**config.mk**
```make
export PLATFORM = sky130hd
export DESIGN_NAME = rv32_wb_regfile_flat
export DESIGN_NICKNAME = d
export VERILOG_FILES = /design/src/rtl/rv32_wb_regfile_if.sv /design/src/rtl/rv32_wb_regfile.sv /design/src/flat_wrapper.sv
export SDC_FILE = /design/constraint.sdc
export NUM_CORES = 2
export LEC_CHECK = 0
export CORE_UTILIZATION = 50
export DETAILED_ROUTE_END_ITERATION = 10
export PLACE_DENSITY = 0.73
export SLEW_MARGIN = 20
export SYNTH_ARGS = -nofsm -noshare
export SYNTH_HDL_FRONTEND = slang
export SYNTH_SLANG_ARGS = --single-unit
```
**constraint.sdc**
```tcl
create_clock -name clk -period 8.3 [get_ports clk]
set_input_delay 1.66 -clock clk [delete_from_list [all_inputs] [get_ports clk]]
set_output_delay 1.66 -clock clk [all_outputs]
set_load 0.05 [all_outputs]
```
**src/rtl/rv32_wb_regfile_if.sv**
```systemverilog
// Bus between the EX stage / debug port and the writeback + register file block.
// The slave side is the register file; the master side is the pipeline and debug logic.
interface rv32_wb_regfile_if #(
  parameter int XLEN = 32
);
  logic            ex_valid;
  logic [4:0]      ex_rd;
  logic [XLEN-1:0] ex_result;
  logic            stall;
  logic            flush;
  logic [4:0]      rs1_addr;
  logic [4:0]      rs2_addr;
  logic [XLEN-1:0] reg_s1;
  logic [XLEN-1:0] reg_s2;
  logic            wb_valid;
  logic [4:0]      wb_rd;
  logic [4:0]      dbg_addr;
  logic [XLEN-1:0] dbg_data;
  logic [31:0]     retired_count;

  modport master (
    output ex_valid, ex_rd, ex_result, stall, flush, rs1_addr, rs2_addr, dbg_addr,
    input  reg_s1, reg_s2, wb_valid, wb_rd, dbg_data, retired_count
  );

  modport slave (
    input  ex_valid, ex_rd, ex_result, stall, flush, rs1_addr, rs2_addr, dbg_addr,
    output reg_s1, reg_s2, wb_valid, wb_rd, dbg_data, retired_count
  );
endinterface

```
**src/rtl/rv32_wb_regfile.sv**
```systemverilog
// RV32 writeback register plus 32x32 architectural register file with
// WB-to-operand forwarding and a retired-result counter.
module rv32_wb_regfile #(
  parameter int XLEN = 32
) (
  input  logic               clk,
  input  logic               rst_n,
  rv32_wb_regfile_if.slave   bus
);

  logic [XLEN-1:0] regs_q [0:31];
  logic            wb_valid_q, wb_valid_d;
  logic [4:0]      wb_rd_q, wb_rd_d;
  logic [XLEN-1:0] wb_data_q, wb_data_d;
  logic [31:0]     retired_count_q, retired_count_d;
  logic            capture;
  logic            commit;

  // Stall outranks flush: a stalled stage ignores everything on the EX side.
  assign capture = bus.ex_valid && !bus.stall && !bus.flush;
  assign commit  = wb_valid_q && !bus.stall;

  always_comb begin
    wb_valid_d      = wb_valid_q;
    wb_rd_d         = wb_rd_q;
    wb_data_d       = wb_data_q;
    retired_count_d = retired_count_q;
    if (!bus.stall) begin
      wb_valid_d = capture;
      if (capture) begin
        wb_rd_d   = bus.ex_rd;
        wb_data_d = bus.ex_result;
      end
    end
    if (commit) begin
      retired_count_d = retired_count_q + 32'd1;
    end
  end

  always_ff @(posedge clk or negedge rst_n) begin
    if (!rst_n) begin
      wb_valid_q      <= 1'b0;
      wb_rd_q         <= 5'd0;
      wb_data_q       <= '0;
      retired_count_q <= 32'd0;
    end else begin
      wb_valid_q      <= wb_valid_d;
      wb_rd_q         <= wb_rd_d;
      wb_data_q       <= wb_data_d;
      retired_count_q <= retired_count_d;
    end
  end

  // Entry 0 is never written, so x0 stays zero without a special read case in the array.
  always_ff @(posedge clk or negedge rst_n) begin
    if (!rst_n) begin
      for (int i = 0; i < 32; i++) begin
        regs_q[i] <= '0;
      end
    end else if (commit && (wb_rd_q != 5'd0)) begin
      regs_q[wb_rd_q] <= wb_data_q;
    end
  end

  // No forwarding from ex_result: that path would loop back through the ALU.
  always_comb begin
    bus.reg_s1 = regs_q[bus.rs1_addr];
    if (bus.rs1_addr == 5'd0) begin
      bus.reg_s1 = '0;
    end else if (wb_valid_q && (bus.rs1_addr == wb_rd_q)) begin
      bus.reg_s1 = wb_data_q;
    end
  end

  always_comb begin
    bus.reg_s2 = regs_q[bus.rs2_addr];
    if (bus.rs2_addr == 5'd0) begin
      bus.reg_s2 = '0;
    end else if (wb_valid_q && (bus.rs2_addr == wb_rd_q)) begin
      bus.reg_s2 = wb_data_q;
    end
  end

  assign bus.dbg_data      = regs_q[bus.dbg_addr];
  assign bus.wb_valid      = wb_valid_q;
  assign bus.wb_rd         = wb_rd_q;
  assign bus.retired_count = retired_count_q;

endmodule
```
**src/flat_wrapper.sv**
```systemverilog
// flat-port wrapper written by rule: the top's interface ports become plain ports
module rv32_wb_regfile_flat 
#(
  parameter int XLEN = 32
)
  (clk, rst_n, bus_ex_valid, bus_ex_rd, bus_ex_result, bus_stall, bus_flush, bus_rs1_addr, bus_rs2_addr, bus_dbg_addr, bus_reg_s1, bus_reg_s2, bus_wb_valid, bus_wb_rd, bus_dbg_data, bus_retired_count);
  rv32_wb_regfile_if #(.XLEN(XLEN)) bus_i ();
  input  logic clk;
  input  logic rst_n;
  input wire logic [$bits(bus_i.ex_valid)-1:0] bus_ex_valid;
  input wire logic [$bits(bus_i.ex_rd)-1:0] bus_ex_rd;
  input wire logic [$bits(bus_i.ex_result)-1:0] bus_ex_result;
  input wire logic [$bits(bus_i.stall)-1:0] bus_stall;
  input wire logic [$bits(bus_i.flush)-1:0] bus_flush;
  input wire logic [$bits(bus_i.rs1_addr)-1:0] bus_rs1_addr;
  input wire logic [$bits(bus_i.rs2_addr)-1:0] bus_rs2_addr;
  input wire logic [$bits(bus_i.dbg_addr)-1:0] bus_dbg_addr;
  output wire logic [$bits(bus_i.reg_s1)-1:0] bus_reg_s1;
  output wire logic [$bits(bus_i.reg_s2)-1:0] bus_reg_s2;
  output wire logic [$bits(bus_i.wb_valid)-1:0] bus_wb_valid;
  output wire logic [$bits(bus_i.wb_rd)-1:0] bus_wb_rd;
  output wire logic [$bits(bus_i.dbg_data)-1:0] bus_dbg_data;
  output wire logic [$bits(bus_i.retired_count)-1:0] bus_retired_count;
  assign bus_i.ex_valid = bus_ex_valid;
  assign bus_i.ex_rd = bus_ex_rd;
  assign bus_i.ex_result = bus_ex_result;
  assign bus_i.stall = bus_stall;
  assign bus_i.flush = bus_flush;
  assign bus_i.rs1_addr = bus_rs1_addr;
  assign bus_i.rs2_addr = bus_rs2_addr;
  assign bus_i.dbg_addr = bus_dbg_addr;
  assign bus_reg_s1 = bus_i.reg_s1;
  assign bus_reg_s2 = bus_i.reg_s2;
  assign bus_wb_valid = bus_i.wb_valid;
  assign bus_wb_rd = bus_i.wb_rd;
  assign bus_dbg_data = bus_i.dbg_data;
  assign bus_retired_count = bus_i.retired_count;
  rv32_wb_regfile #(.XLEN(XLEN)) u_core (.clk(clk), .rst_n(rst_n), .bus(bus_i));
endmodule
```
# ---- Yosys cells after proc, flatten, opt, wreduce, memory -nomap -nowiden
# Cells that the tools add are included.
dict set report word_totals {
  ff_bits 1094
  wordCells 78
  out_inout_bits 134
  input_bits 57
}
dict set report op_classes {
  muxes 16
  eq_ne 2
  order_cmp 5
  bitwise 5
  reduce_logical 13
  add_sub_neg 1
}
# op count
set ops {}
lappend ops {{bitwise mux 1024 bit} 1}
lappend ops {{binary-select mux 32 bit (select 5 bit)} 3}
lappend ops {{2-to-1 mux 32 bit} 11}
lappend ops {{demux 32 bit (select 5 bit)} 1}
lappend ops {{adder 32 x 1 -> 32 bit, second input constant} 1}
lappend ops {{greater-or-equal comparator 6 bit, second input constant} 4}
lappend ops {{NOT 5 -> 6 bit} 4}
lappend ops {{equality test 5 bit} 2}
lappend ops {{logical NOT 5 bit} 2}
lappend ops {{logical AND 1 bit} 7}
lappend ops {{< comparator 6 x 1 -> 1 bit, second input constant} 1}
lappend ops {{nonzero test 5 bit} 1}
lappend ops {{logical NOT 1 bit} 2}
lappend ops {{AND reduction 2 bit} 1}
lappend ops {{NOT 1 bit} 1}

# ---- Logic depth before layout (Yosys ltp)
dict set report depth {
  word_depth 6
  mapped_depth 11
  ltp_nobuf 6
}

# ---- Least setup slack after synthesis
# No wires, ideal clock.
dict set report synth_path {
  path_kind {input to output}
  startpoint {input bus_rs1_addr[0]}
  endpoint {output bus_reg_s1[14]}
  n_path_buf 5
  arrival_time_ns 4.184
  setup_slack_ns 2.456
  stages 9
  required_time_ns 6.640
  path_cell_list {buf_4 -> buf_8 -> buf_6 -> buf_6 -> buf_6 -> mux2i_1 -> a221oi_1 -> a211oi_1 -> o31ai_1}
}
dict set report synth_between {
  elab_chain_len 6
  elab_cells_between_ends 9
  cone_classes {eq/ne (1); mux (5); bitwise (1); reduce/logical (2)}
}
# element line_no
set synth_lines {}
lappend synth_lines {{from (decl)} flat_wrapper.sv:15} ;# input wire logic [$bits(bus_i.rs1_addr)-1:0] bus_rs1_addr;
lappend synth_lines {{NOT 5 -> 6 bit (not written as such)} rv32_wb_regfile.sv:67} ;# bus.reg_s1 = regs_q[bus.rs1_addr];
lappend synth_lines {{binary-select mux 32 bit (select 5 bit)} rv32_wb_regfile.sv:67}
lappend synth_lines {{2-to-1 mux 32 bit (not written as such) (2 in a row)} rv32_wb_regfile.sv:67}
lappend synth_lines {{2-to-1 mux 32 bit} rv32_wb_regfile.sv:70} ;# end else if (wb_valid_q && (bus.rs1_addr == wb_rd_q)) begin
lappend synth_lines {{2-to-1 mux 32 bit (*)} rv32_wb_regfile.sv:68} ;# if (bus.rs1_addr == 5'd0) begin
lappend synth_lines {{to (decl)} flat_wrapper.sv:18} ;# output wire logic [$bits(bus_i.reg_s1)-1:0] bus_reg_s1;
# Every way passes the cells marked *; elsewhere a longest branch is shown, timed or not. The select of a mux whose other input is x is not followed.

# ---- Worst setup path in the final report
dict set report layout_path {
  startpoint {input bus_rs1_addr[1]}
  endpoint {output bus_reg_s1[1]}
}
# The elaborated chain is that of the path after synthesis.

==> flow_summary.yaml <==
layout:
  area.growth.synth_to_final_pct: 11.4
  nets: 4426
  fin_cells: 6207
  drive_above_1_share: 0.513
  utilization: 0.565
  fill_cells: 10400
power_and_ir_drop:
  p_int_uw: 11800
  p_leak_uw: 0.0321
  ir_drop_v: 0.000183
  powerDensity_nw_per_um2: 229
  power_switching_uw: 5110
  p_comb_frac: 0.244
  power_uw: 16900
  clock_power_share: 0.337
  swShare: 0.303
  p_seq_frac: 0.419
routing:
  vias_per_cell: 7.26
  drtAntennaViolNets: 0
  drc: 0
  num_vias: 45100
  drt_first_pass_iters: 6
  finalWirelength_mm: 219
  wire_per_inst_um: 35.3
  drt-initial-drc-count: 5885
yosys:
  synth_top_area_frac: 0.415
  synth_seq_cells: 1094
  synth.net_count: 4478
  synth_commonest_cells: "1094 x dfrtp_1, 1077 x mux2_2, 769 x mux4_2, 273 x clkbuf_1, 221 x mux2i_1"
  synth_ff_type: "dfrtp_1"
  synth_top_cell_by_area: "dfrtp_1"
  yosysWarningCount: 0
  synth_compound_area_frac: 0.0439
  synth_seq_area_share: 0.415
  async_reset_ff_frac: 1.00
  synthMuxAreaShare: 0.480
  synthSimpleGateAreaFrac: 0.0196
  synth-xor-area-share: 0.00544
  synth.area.top_cells: "dfrtp_1 41%, mux4_2 26%, mux2_2 18%"
  syn_inst: 4420
  syn_avg_cell_area_sq_um: 14.9
  synth_edf_count: 0
  synth_cell_types: 55
  synth_top_family_by_area: "multiplexers"
  synth_fa_ha_area_frac: 0.000190
  synth_most_common_cell: "dfrtp_1"
  synth_area_sq_um: 66000
hold_path:
  holdCritStartpoint: "u_core.regs_q[999]$_DFFE_PN0P_"
  hold_depth: 0
  hold_end: "u_core.regs_q[999]$_DFFE_PN0P_"
  min_path_type: "register to register"
timing:
  maxSlewViolCount: 0
  period_minus_slack_ps: 7200
  fmax_mhz: 139
  finalSetupViolCount: 0
  tightest_slew_ps: 1300
  max_slew_margin: 0.132
  tns_ps: 0
  final.setup_skew_ps: 28.0
  grt_setup_unrepaired: "false"
  period_share: 0.867
  worst_slack_ps: 1100
  hold_violations: 0
die:
  core_sq_um: 130000
  start_util: 0.507
  die_h_um: 365
  die_area_sq_um: 133000
  placementRows: 132
  die_x_um: 365
  boundaryPins: 191
clock_network:
  postCtsSetupBuffers: 0
  h-tree-depth: 3
  path_clk_slew_ps: 60
  clockBufferDepth: 3
  clock_latency_ps: 730
  clock_sinks: 1094
  numCtsBuffers: 120
  cts_tree: "done"
  post_cts_resized: 0
  cts_hold_buf: 0
  root_buffer: "clkbuf_16"
placement:
  gp_congestion: 0.888
  dp_hpwl_mm: 126
  io_buffers: 190
  place_ws_ps: 1250
  dp_cells: 5987
setup_path:
  r2r-end: "u_core.regs_q[677]$_DFFE_PN0P_"
  worstSetupPathType: "input pin to output pin"
  regToRegSetupSlack_ps: 4680
  crit_fanout: 82
  required_ps: 6640
  r2r_cells: 5
  crit_path_start_kind: "input pin"
  crit_path_end_kind: "output pin"
  rr_startpoint: "u_core.bus.wb_rd[3]$_DFFE_PN0P_"
  arrival_ps: 5540
global_routing:
  grt_usage: 0.334
  grt_pass1_vias: 45500
  grt_max_degree: 180
  grt_pass1_wl_mm: 322
  grt_overflow: 0
  antenna_found_initial: 5
run_status:
  outcome: "completed"
job:
  maxCapViolCount: 0
## kinds of logic after synthesis
logic type,Yosys count
multiplexers,2067
flip-flops,1094
buffers and inverters,522
AO/OA/AOI/OAI,422
AND/OR/NAND/NOR,273
XOR/XNOR,41
adder cells (fa/ha/maj),1
## area by class of cell
class                   count  area [sq um]  area share
diodes                      3          7.51    0.000102
clock buffers             170          3440      0.0468
clock inverters            46           701     0.00953
inverters                   8          33.8    0.000460
multi-input cells        2804         36500       0.497
flip-flops and latches   1094         27400       0.372
well taps                1742          2180      0.0297
repair buffers            340          3230      0.0440
## worst max-delay path by stage
stage,start,endpoint,slack [ps],depth (start not counted)
finish,bus_rs1_addr[1],bus_reg_s1[1],1100,8
global route,bus_rs1_addr[1],bus_reg_s1[1],1120,8
CTS,bus_rs1_addr[1],bus_reg_s1[1],1250,8
detailed placement,bus_rs1_addr[1],bus_reg_s1[1],1250,8
global placement,bus_rs1_addr[1],bus_reg_s1[1],1300,8
floorplan,bus_rs1_addr[0],bus_reg_s1[14],2460,9
## per-layer routing
metal	global-route usage	vias up	routed length [um]
met5	0	-	49
li1	-	17500	-
met1	0.454	24100	82700
met3	0.0881	626	24900
met4	0.160	8	11900
met2	0.500	2917	99800
## power groups by stage
stage | logic, uW | registers, uW | clock network (uW)
after CTS | 4090 | 7020 | 5730
final | 4120 | 7070 | 5680
after floorplan | 3010 | 6860 | 0
after global placement | 4000 | 7040 | 0
after detailed placement | 4070 | 7110 | 0
after global routing | 4320 | 7190 | 5930
## state kept, by name (all words and copies together), names as in the netlist
| signal | flops |
|---|---|
| u_core.regs_q | 1024 |
| u_core.bus.retired_count | 32 |
| u_core.wb_data_q | 32 |
| u_core.bus.wb_rd | 5 |
| u_core.bus.wb_valid | 1 |
## critical path, cell delays in order
cell and delay [ps]:
buf_8 590, xnor2_1 200, nand3_1 270, or3_2 580, nor2_2 720, a22oi_1 220, o21ai_1 300, clkdlybuf4s50_1 880
## cells in the final DEF (no fill, tap or decap), types with 10 or more instances in the layout
cell type / n
a211oi_1: 41
a21oi_1: 71
a221o_1: 19
a221oi_1: 54
a22o_1: 10
a22oi_1: 33
and2_1: 15
and3_1: 10
buf_12: 20
buf_4: 165
bufinv_16: 17
clkbuf_1: 26
clkbuf_16: 121
clkbuf_8: 23
clkdlybuf4s50_1: 144
clkinv_2: 20
dfrtp_1: 1094
mux2_2: 1077
mux2i_1: 221
mux4_2: 769
nand2_1: 56
nand2_4: 11
nand3_1: 14
nand4_1: 10
nor2_1: 74
nor2_4: 17
nor2b_1: 17
o21ai_0: 88
o22ai_1: 38
o311ai_0: 10
xnor2_1: 30
xor2_1: 11
## through the flow
stage / hold slack, ps / area, sq um
6_report: 417 / 73500
5_1_grt: 429 / 73500
4_1_cts: 417 / 73500
3_5_place_dp: 403 / 69300
3_3_place_gp: 394 / 69300
2_1_floorplan: 458 / 66000
Note: power is estimated with default switching activity, not from simulation.
